[config.mk]
export PLATFORM = sky130hd
export DESIGN_NAME = mult_div_sequencer
export DESIGN_NICKNAME = d
export VERILOG_FILES = /design/src/rtl/mult_div_sequencer_pkg.sv /design/src/rtl/mult_div_sequencer_datapath.sv /design/src/rtl/mult_div_sequencer.sv
export SDC_FILE = /design/constraint.sdc
export NUM_CORES = 1
export LEC_CHECK = 0
export BUFFER_PORTS_ARGS = -buffer_cell sky130_fd_sc_hd__buf_4
export CAP_MARGIN = 15
export CORE_MARGIN = 3
export CORE_UTILIZATION = 60
export DETAILED_ROUTE_END_ITERATION = 10
export PLACE_DENSITY = 0.92
export SYNTH_ARGS = -nofsm -noshare
export SYNTH_HDL_FRONTEND = slang
export SYNTH_HIERARCHICAL = 1
export SYNTH_SLANG_ARGS = --single-unit
[constraint.sdc]
create_clock -name Clk -period 4.05 [get_ports Clk]
set_input_delay 0 -clock Clk [delete_from_list [all_inputs] [get_ports Clk]]
set_output_delay 0 -clock Clk [all_outputs]
set_load 0.02 [all_outputs]
[src/rtl/mult_div_sequencer_pkg.sv]
// Shared definitions for the HI/LO multiply/divide unit: funct codes, op/state/step encodings.
// Latency: n/a (types and constants only).
// Backpressure: n/a.
package mult_div_sequencer_pkg;

    // R-type funct codes that read or write HI/LO
    localparam logic [5:0] OPC_RTYPE = 6'h00;
    localparam logic [5:0] FN_MFHI   = 6'h10;
    localparam logic [5:0] FN_MTHI   = 6'h11;
    localparam logic [5:0] FN_MFLO   = 6'h12;
    localparam logic [5:0] FN_MTLO   = 6'h13;
    localparam logic [5:0] FN_MULT   = 6'h18;
    localparam logic [5:0] FN_MULTU  = 6'h19;
    localparam logic [5:0] FN_DIV    = 6'h1A;
    localparam logic [5:0] FN_DIVU   = 6'h1B;

    // op[1] selects divide, op[0] selects unsigned
    typedef enum logic [1:0] {
        MD_MULT  = 2'b00,
        MD_MULTU = 2'b01,
        MD_DIV   = 2'b10,
        MD_DIVU  = 2'b11
    } md_op_t;

    typedef enum logic [1:0] {
        ST_IDLE = 2'b00,
        ST_MUL  = 2'b01,
        ST_DIV  = 2'b10,
        ST_FIX  = 2'b11
    } md_state_t;

    // Per-cycle command to the iterative datapath
    typedef enum logic [1:0] {
        STEP_HOLD = 2'b00,
        STEP_LOAD = 2'b01,
        STEP_MUL  = 2'b10,
        STEP_DIV  = 2'b11
    } md_step_t;

    // True when the instruction is an R-type that depends on or modifies HI/LO
    function automatic logic touches_hilo(input logic [5:0] opcode, input logic [5:0] funct);
        logic hit;
        hit = 1'b0;
        if (opcode == OPC_RTYPE) begin
            case (funct)
                FN_MFHI, FN_MTHI, FN_MFLO, FN_MTLO,
                FN_MULT, FN_MULTU, FN_DIV, FN_DIVU: hit = 1'b1;
                default:                            hit = 1'b0;
            endcase
        end
        return hit;
    endfunction

endpackage

[src/rtl/mult_div_sequencer_datapath.sv]
// Iterative magnitude datapath: one shift-add (multiply) or shift-subtract (restoring divide) step per command.
// Latency: one step per cycle; results valid WIDTH steps after LOAD.
// Backpressure: none; STEP_HOLD freezes all registers.
module mult_div_sequencer_datapath
    import mult_div_sequencer_pkg::*;
#(
    parameter int WIDTH = 32
) (
    input  logic             i_clk,
    input  logic             i_reset,
    input  md_step_t         i_step,
    input  logic [WIDTH-1:0] i_a,
    input  logic [WIDTH-1:0] i_b,
    output logic [WIDTH-1:0] o_hi,
    output logic [WIDTH-1:0] o_lo
);

    // r_acc_hi: product high half / partial remainder
    // r_acc_lo: multiplier being consumed / quotient being built (dividend shifted out of the top)
    // r_opnd:   multiplicand / divisor
    logic [WIDTH-1:0] r_acc_hi;
    logic [WIDTH-1:0] r_acc_lo;
    logic [WIDTH-1:0] r_opnd;

    logic [WIDTH-1:0] w_addend;
    logic [WIDTH:0]   w_sum;
    logic [WIDTH:0]   w_shift;
    logic [WIDTH+1:0] w_diff;
    logic             w_borrow;
    logic             w_unused_top;

    assign w_addend = r_acc_lo[0] ? r_opnd : '0;
    assign w_sum    = {1'b0, r_acc_hi} + {1'b0, w_addend};
    assign w_shift  = {r_acc_hi, r_acc_lo[WIDTH-1]};
    assign w_diff   = {1'b0, w_shift} - {2'b00, r_opnd};
    assign w_borrow = w_diff[WIDTH+1];

    // The remainder is always below the divisor, so these top bits are zero whenever they would be kept
    assign w_unused_top = w_diff[WIDTH] ^ w_shift[WIDTH];

    // Load operands, then advance one multiply or divide step per command
    always_ff @(posedge i_clk) begin
        if (i_reset) begin
            r_acc_hi <= '0;
            r_acc_lo <= '0;
            r_opnd   <= '0;
        end else begin
            case (i_step)
                STEP_LOAD: begin
                    r_acc_hi <= '0;
                    r_acc_lo <= i_a;
                    r_opnd   <= i_b;
                end
                STEP_MUL: begin
                    r_acc_hi <= w_sum[WIDTH:1];
                    r_acc_lo <= {w_sum[0], r_acc_lo[WIDTH-1:1]};
                end
                STEP_DIV: begin
                    r_acc_hi <= w_borrow ? w_shift[WIDTH-1:0] : w_diff[WIDTH-1:0];
                    r_acc_lo <= {r_acc_lo[WIDTH-2:0], ~w_borrow};
                end
                default: ;
            endcase
        end
    end

    assign o_hi = r_acc_hi;
    assign o_lo = r_acc_lo;

endmodule

[src/rtl/mult_div_sequencer.sv]
// HI/LO unit: iterative MULT/MULTU/DIV/DIVU, owns HI/LO, requests pipeline stall on HI/LO hazards.
// Latency: start sampled at edge t -> HI/LO written at edge t+WIDTH+1, done pulses the following cycle.
// Backpressure: none accepted; stall_req holds ID while busy, start/mt writes while busy are ignored.
module mult_div_sequencer
    import mult_div_sequencer_pkg::*;
#(
    parameter int WIDTH = 32
) (
    input  logic             Clk,
    input  logic             Reset,
    input  logic             start,
    input  logic [1:0]       op,
    input  logic [WIDTH-1:0] A,
    input  logic [WIDTH-1:0] B,
    input  logic [31:0]      ID_Instruction,
    input  logic             mthi_we,
    input  logic             mtlo_we,
    input  logic [WIDTH-1:0] mt_data,
    output logic [WIDTH-1:0] HI,
    output logic [WIDTH-1:0] LO,
    output logic             busy,
    output logic             done,
    output logic             stall_req
);

    localparam int             CNT_W     = $clog2(WIDTH);
    localparam logic [CNT_W-1:0] LAST_ITER = CNT_W'(WIDTH - 1);

    md_state_t        r_state;
    logic [CNT_W-1:0] r_count;
    logic             r_is_div;
    logic             r_sign_a;
    logic             r_sign_b;
    logic [WIDTH-1:0] r_a_raw;
    logic             r_b_zero;
    logic [WIDTH-1:0] r_hi;
    logic [WIDTH-1:0] r_lo;
    logic             r_done;

    md_state_t        w_next_state;
    md_step_t         w_step;
    logic             w_idle;
    logic             w_start_ok;
    logic             w_signed_op;
    logic             w_sign_a;
    logic             w_sign_b;
    logic [WIDTH-1:0] w_abs_a;
    logic [WIDTH-1:0] w_abs_b;
    logic             w_last_iter;
    logic [WIDTH-1:0] w_dp_hi;
    logic [WIDTH-1:0] w_dp_lo;
    logic [2*WIDTH-1:0] w_prod;
    logic [WIDTH-1:0] w_res_hi;
    logic [WIDTH-1:0] w_res_lo;
    logic             w_id_hilo;
    logic             w_id_unused;

    assign w_idle      = (r_state == ST_IDLE);
    assign w_start_ok  = start & w_idle;
    assign w_signed_op = ~op[0];
    assign w_sign_a    = w_signed_op & A[WIDTH-1];
    assign w_sign_b    = w_signed_op & B[WIDTH-1];
    assign w_abs_a     = w_sign_a ? (~A + 1'b1) : A;
    assign w_abs_b     = w_sign_b ? (~B + 1'b1) : B;
    assign w_last_iter = (r_count == LAST_ITER);

    mult_div_sequencer_datapath #(
        .WIDTH (WIDTH)
    ) u_datapath (
        .i_clk   (Clk),
        .i_reset (Reset),
        .i_step  (w_step),
        .i_a     (w_abs_a),
        .i_b     (w_abs_b),
        .o_hi    (w_dp_hi),
        .o_lo    (w_dp_lo)
    );

    // State register
    always_ff @(posedge Clk) begin
        if (Reset) r_state <= ST_IDLE;
        else       r_state <= w_next_state;
    end

    // Next-state and datapath step select
    always_comb begin
        w_next_state = r_state;
        w_step       = STEP_HOLD;
        case (r_state)
            ST_IDLE: begin
                if (start) begin
                    w_step       = STEP_LOAD;
                    w_next_state = op[1] ? ST_DIV : ST_MUL;
                end
            end
            ST_MUL: begin
                w_step = STEP_MUL;
                if (w_last_iter) w_next_state = ST_FIX;
            end
            ST_DIV: begin
                w_step = STEP_DIV;
                if (w_last_iter) w_next_state = ST_FIX;
            end
            ST_FIX:  w_next_state = ST_IDLE;
            default: w_next_state = ST_IDLE;
        endcase
    end

    // Iteration counter: cleared on start, advances once per datapath step
    always_ff @(posedge Clk) begin
        if (Reset)                                    r_count <= '0;
        else if (w_start_ok)                          r_count <= '0;
        else if (r_state == ST_MUL || r_state == ST_DIV) r_count <= r_count + 1'b1;
        else                                          r_count <= '0;
    end

    // Capture operation attributes needed for the final sign fix and divide-by-zero result
    always_ff @(posedge Clk) begin
        if (Reset) begin
            r_is_div <= 1'b0;
            r_sign_a <= 1'b0;
            r_sign_b <= 1'b0;
            r_a_raw  <= '0;
            r_b_zero <= 1'b0;
        end else if (w_start_ok) begin
            r_is_div <= op[1];
            r_sign_a <= w_sign_a;
            r_sign_b <= w_sign_b;
            r_a_raw  <= A;
            r_b_zero <= (B == '0);
        end
    end

    assign w_prod = {w_dp_hi, w_dp_lo};

    // Sign correction of the magnitude result; sign flags are already zero for unsigned ops
    always_comb begin
        w_res_hi = '0;
        w_res_lo = '0;
        if (!r_is_div) begin
            if (r_sign_a ^ r_sign_b) {w_res_hi, w_res_lo} = ~w_prod + 1'b1;
            else                     {w_res_hi, w_res_lo} = w_prod;
        end else if (r_b_zero) begin
            w_res_hi = r_a_raw;
            w_res_lo = '1;
        end else begin
            w_res_lo = (r_sign_a ^ r_sign_b) ? (~w_dp_lo + 1'b1) : w_dp_lo;
            w_res_hi = r_sign_a ? (~w_dp_hi + 1'b1) : w_dp_hi;
        end
    end

    // HI/LO: reset beats the FIX write; MTHI/MTLO only take effect while idle
    always_ff @(posedge Clk) begin
        if (Reset) begin
            r_hi <= '0;
            r_lo <= '0;
        end else if (r_state == ST_FIX) begin
            r_hi <= w_res_hi;
            r_lo <= w_res_lo;
        end else if (w_idle) begin
            if (mthi_we) r_hi <= mt_data;
            if (mtlo_we) r_lo <= mt_data;
        end
    end

    // Completion pulse in the cycle after the result lands
    always_ff @(posedge Clk) begin
        if (Reset) r_done <= 1'b0;
        else       r_done <= (r_state == ST_FIX);
    end

    // Only opcode and funct matter for the hazard decode
    assign w_id_unused = |ID_Instruction[25:6];
    assign w_id_hilo   = touches_hilo(ID_Instruction[31:26], ID_Instruction[5:0]);

    assign HI        = r_hi;
    assign LO        = r_lo;
    assign busy      = ~w_idle;
    assign done      = r_done;
    assign stall_req = (busy | start) & w_id_hilo;

endmodule

-- Word level (Yosys, flattened, before mapping)
Memory sizes are Yosys's and may differ from the RTL's.
Cells that the tools add are included.
- memory bits (writable): 0
- latch bits: 0
- bits in registers: 204
- ROM bits: 32
- word-level logic and storage cells: 87
- output and inout port bits: 67
- memories: 1
- input bits: 135
- equal/unequal tests: 9
- multiply operators: 0
- bitwise operators: 15
- reduce and logical (&&, ||, !) cells: 13
- order comparisons: 0
- add/subtract/negate cells: 8
- divide/modulo/power cells: 0
- shift-type cells: 0
- muxes and demuxes: 28
- memories (name ; words ; bits a word ; read ports ; clocked after Yosys merged registers in ; write ports ; RTL line ; RTL):
    (no name shown) ; 32 ; 1 ; 1 ; 0 ; 0 ; mult_div_sequencer_pkg.sv:45 ; case (funct)
- operators by type and width (operator ; number):
    32-bit 2-to-1 mux ; 18
    32-bit case mux with 3 select lines ; 2
    32-bit by 1-bit adder with 32-bit output, second input constant ; 4
    32-bit inverter ; 4
    64-bit by 1-bit adder with 64-bit output, second input constant ; 1
    64-bit inverter ; 1
    33-bit by 32-bit subtractor with 34-bit output ; 1
    32-bit by 32-bit adder with 33-bit output ; 1
    32-bit zero test ; 1
    2-bit case mux with 3 select lines ; 2
    2-bit == test, second input constant ; 4
    6-bit zero test ; 1
    2-bit 2-to-1 mux ; 3
    2-bit AND reduction ; 3
    2-bit nonzero test ; 3
    5-bit by 1-bit adder with 5-bit output, second input constant ; 1
    5-bit == test, second input constant ; 1
    1-bit bitwise AND ; 4
    2-bit by 1-bit == test with 1-bit output, second input constant ; 2
    1-bit inverter ; 4
    1-bit 2-to-1 mux ; 3
    3-bit nonzero test ; 1
    3-bit OR reduction ; 1
    2-bit zero test ; 1
    6 further kinds ; 6

-- Logic depth before layout (Yosys ltp)
- depth in word-level cells: 6
- depth in mapped cells: 14

-- Hierarchy
The synthesis kept the hierarchy.
- modules (own cells, without submodules) (module ; cells an instance ; area each (µm²) ; instances):
    mult_div_sequencer ; 1190 ; 8654.6 ; 1
    mult_div_sequencer_datapath ; 995 ; 8023.9 ; 1

-- Least setup slack after synthesis
No wires, ideal clock.
- kind: reg2reg
- start: register u_datapath.r_acc_lo[0], in the netlist u_datapath/o_lo[0]
- end: register u_datapath.r_acc_hi[27], in the netlist u_datapath/o_hi[27]
- slack: 0.953 ns
- arrival time: 2.975 ns
- path buffers: 1
- data required time: 3.928 ns
- period minus slack after synthesis: 3.097 ns
- stages on the path, launching flop included: 15
- path through: dfxtp_1 > clkbuf_1 > and2_1 > ha_1 > inv_1 > fa_1 > nand2b_1 > a211oi_1 > o31a_1 > o311a_1 > o31ai_2 > a21oi_1 > nand4b_1 > nand3_1 > a221o_1
- longest elaborated chain between the ends: 3
- ends and longest elaborated chain (element ; RTL line ; RTL):
    from (decl) ; mult_div_sequencer_datapath.sv:22 ; logic [WIDTH-1:0] r_acc_lo;
    from (signal assigned) ; mult_div_sequencer_datapath.sv:51 ; r_acc_lo <= i_a;
    from (signal assigned) ; mult_div_sequencer_datapath.sv:56 ; r_acc_lo <= {w_sum[0], r_acc_lo[WIDTH-1:1]};
    from (signal assigned) ; mult_div_sequencer_datapath.sv:60 ; r_acc_lo <= {r_acc_lo[WIDTH-2:0], ~w_borrow};
    32-bit 2-to-1 mux ; mult_div_sequencer_datapath.sv:32 ; assign w_addend = r_acc_lo[0] ? r_opnd : '0;
    32-bit by 32-bit adder with 33-bit output ; mult_div_sequencer_datapath.sv:33 ; assign w_sum = {1'b0, r_acc_hi} + {1'b0, w_addend};
    32-bit case mux with 3 select lines ; mult_div_sequencer_datapath.sv:48 ; case (i_step)
    to (signal assigned) ; mult_div_sequencer_datapath.sv:55 ; r_acc_hi <= w_sum[WIDTH:1];
    to (signal assigned) ; mult_div_sequencer_datapath.sv:59 ; r_acc_hi <= w_borrow ? w_shift[WIDTH-1:0] : w_diff[WIDTH-1:0];
    to (decl) ; mult_div_sequencer_datapath.sv:21 ; logic [WIDTH-1:0] r_acc_hi;
No other way between the ends.
A chain may end at the register's enable or synchronous reset.

-- Worst setup path after layout
- start: input port B[4]
- end: register u_datapath.r_opnd[19]
- longest elaborated chain between the ends: 3
- ends and longest elaborated chain (element ; RTL line ; RTL):
    from (decl) ; mult_div_sequencer.sv:14 ; input logic [WIDTH-1:0] B,
    32-bit inverter ; mult_div_sequencer.sv:64 ; assign w_abs_b = w_sign_b ? (~B + 1'b1) : B;
    32-bit by 1-bit adder with 32-bit output ; mult_div_sequencer.sv:64 ;
    32-bit 2-to-1 mux ; mult_div_sequencer.sv:64 ;
    net w_abs_b[19] ; mult_div_sequencer.sv:48 ; logic [WIDTH-1:0] w_abs_b;
    to (signal assigned) ; mult_div_sequencer_datapath.sv:52 ; r_opnd <= i_b;
    to (decl) ; mult_div_sequencer_datapath.sv:23 ; logic [WIDTH-1:0] r_opnd;
The timed path passes the listed nets, and every way through them passes these cells.

==> results.yml <==
run:
  cap_violations: 0
worst_setup_path:
  critPathRequiredTime_ns: 4.46
  rr_endpoint: "u_datapath/o_hi[29]"
  crit_path_end_kind: "flop"
  worstSetupPathType: "input port to flop"
  startpoint_type: "input port"
  r2r-start: "u_datapath/o_lo[0]"
  crit_fanout: 5
  worstPathArrival_ns: 4.18
  rr_worst_depth: 12
  r2r_slack_ns: 0.48
clock_network:
  clk_latency_ns: 0.57
  ctsResizeCount: 0
  numCtsBuffers: 24
  cts_setup_buffers: 0
  clkSinkCount: 204
  clkTransAtPathRegs_ns: 0.06
  cts_max_level: 1
  clockBufferDepth: 3
  cts_root_buf: "clkbuf_16"
  cts_tree: "yes"
sta:
  clock_skew_ns: 0.0488
  setup_violations: 0
  max_slew_margin: 0.300
  hold_violations: 0
  finalCritPeriodShare: 0.932
  rsz0062_at_grt: "false"
  fin_crit_ns: 3.77
  worst_pin_slew_ns: 1.05
  tns_ns: 0
  clock.fmax_mhz: 265
  drv_slew: 0
synthesis:
  synth_fa_ha_area_frac: 0.0572
  yosysWarnings: 6
  synth-simple-area-share: 0.233
  synth_area_um2: 16700
  yosysUniqueCellTypes: 88
  synth_xor_area_frac: 0.0919
  synth_flop_cell: "dfxtp_1"
  synth_top_family_by_area: "compound AO/OA/AOI/OAI gates"
  seq_area_frac_synth: 0.245
  synth-seq-cells: 204
  synthMuxAreaShare: 0.0732
  netlist_instances: 2185
  avgSynthCellArea_um2: 7.63
  synth_compound_area_frac: 0.248
  synth_nets: 2395
  synthArstFlopShare: 0
  synth-edff-count: 0
floorplan:
  io_pins: 202
  die-area_um2: 29800
  initial_core_util: 0.615
  die_h_um: 173
  row_count: 60
  coreArea_um2: 27100
  dieWidth_um: 173
run_status:
  status: "finished clean"
global_route:
  grt.overflow.total: 0
  grt_usage: 0.436
  grt_pass1_vias: 18975
  antenna_found_initial: 5
  grt_pass1_wl_um: 106000
  grt_max_degree: 62
min_path:
  hold_path.class: "input port to flop"
  hold_start: "start"
  worst_hold_path.endpoint: "r_state[1]"
  hold_depth: 4
route:
  drtPass1Iterations: 8
  drc: 0
  vias: 19694
  vias_per_cell: 6.93
  drtIter0Drc: 3182
  drt-total-wl_um: 69000
  wl_per_cell_um: 24.3
  ant_nets: 0
power:
  p_leak_nw: 8.46
  p_total_mw: 18.6
  vdd_drop_max_v: 0.000522
  power_density_nw_per_um2: 898
  p_sw_mw: 9.67
  intPower_mw: 8.95
  p_seq_frac: 0.189
  clkPwrFrac: 0.128
  combPwrFrac: 0.683
  switching_share: 0.519
final_layout:
  final_core_util: 0.765
  syn_to_final_growth_pct: 24.3
  layout-drive-gt1-share: 0.141
  final_nets: 2662
  final_common_cell: "nand2_1"
  layout_common_cells: "nand2_1 (282), a21oi_1 (247), buf_4 (236)"
placed_design:
  dp_hpwl_um: 44500
  numPortBuffers: 178
  gp_congestion: 1.03
-- per-layer routing --
layer | vias to the layer above | share of wire | track usage
li1 | 8513 | - | -
met1 | 9003 | 0.34 | 0.512
met2 | 1700 | 0.43 | 0.694
met3 | 478 | 0.14 | 0.124
met4 | 0 | 0.086 | 0.295
met5 | - | 0 | 0
-- timing repair --
| item | 4_1_cts | 5_1_grt |
|---|---|---|
| setup endpoints to repair | 0 | 0 |
| endpoints found under the hold margin | 118 | 4 |
| hold buffers | 144 | 1 |
-- final cells by class --
cell class	instances	area [um2]
multi-input cells	1762	11800
fillers	1810	6370
flip-flops and latches	204	4080
repair buffers	383	3250
clock buffers	29	639
well taps	372	465
inverters	77	289
clock inverters	13	201
diodes	3	7.51
-- state kept, by name (all words and copies together) (netlist names) --
register           cells
HI                    32
LO                    32
r_a_raw               32
u_datapath/o_hi       32
u_datapath/o_lo       32
u_datapath/r_opnd     32
r_count                5
r_state                2
done                   1
r_b_zero               1
r_is_div               1
r_sign_a               1
r_sign_b               1
-- cell usage after synthesis, types with 14 or more instances --
library cell	number	area, um2
a21o_1	26	195
a21oi_1	247	1240
a31oi_1	27	169
and2_1	73	457
clkbuf_1	120	450
dfxtp_1	204	4080
ha_1	73	913
inv_1	76	285
mux2i_1	44	440
mux4_2	32	721
nand2_1	282	1060
nand2b_1	21	131
nand3_1	33	165
nand4_1	16	100
nor2_1	151	567
nor2b_1	21	131
nor3_1	49	245
nor3b_1	18	135
nor4_1	32	200
o211ai_1	14	105
o21ai_0	74	370
o21ai_1	16	80.1
o221ai_1	40	350
o22ai_1	15	93.8
o31ai_1	24	180
or3_1	26	163
or4_1	18	135
xnor2_1	100	876
xor2_1	75	657
-- stage by stage --
step	cells	setup slack [ns]	cell area, um2	hold WS, ns
after floorplan	2185	0.953	16700	0.0824
after global routing	2843	0.157	20700	0.0775
after global placement	2650	0.707	18400	0.257
after CTS	2836	0.518	20700	0.00115
after detailed placement	2650	0.649	18400	0.257
final	2843	0.277	20700	0.0445
-- how the worst max path moves through the flow --
stage                            start                     to  slack [ns]  cells past startpoint
global placement    u_datapath/o_lo[0]    u_datapath/o_hi[27]        0.71                     13
global route                      B[5]  u_datapath/r_opnd[19]        0.16                     12
detailed placement  u_datapath/o_lo[0]    u_datapath/o_hi[29]        0.65                     12
CTS                               B[4]  u_datapath/r_opnd[25]        0.52                     12
finish                            B[4]  u_datapath/r_opnd[19]        0.28                     12
floorplan           u_datapath/o_lo[0]    u_datapath/o_hi[27]        0.95                     14
-- worst max-delay path, stage by stage --
cell and delay (ns):
dlygate4sd3_1 0.56, buf_4 0.16, nor4_1 0.55, nand3b_1 0.23, or4_1 0.56, nor3_1 0.41
a21oi_1 0.16, xor2_1 0.18, dlygate4sd3_1 0.61, nand2_1 0.11, a21oi_1 0.07, dlygate4sd3_1 0.59
-- cells by family (layout without fill, tap and decap cells) --
kind of cell / Yosys count / in the layout
multiplexers: 81 / 81
XOR/XNOR: 175 / 175
flip-flops: 204 / 204
buffers and inverters: 219 / 502
AND/OR/NAND/NOR: 792 / 792
adder cells (fa/ha/maj): 75 / 75
AO/OA/AOI/OAI: 639 / 639
other: 0 / 3
-- power groups by stage --
stage	clock (mW)	combinational (mW)	sequential (mW)
2_1_floorplan	0	8.49	3.39
3_3_place_gp	0	11.4	3.38
3_5_place_dp	0	11.7	3.42
4_1_cts	2.34	12.0	3.38
5_1_grt	2.44	13.5	3.53
6_report	2.38	12.7	3.52
(Power assumes the default switching activity.)
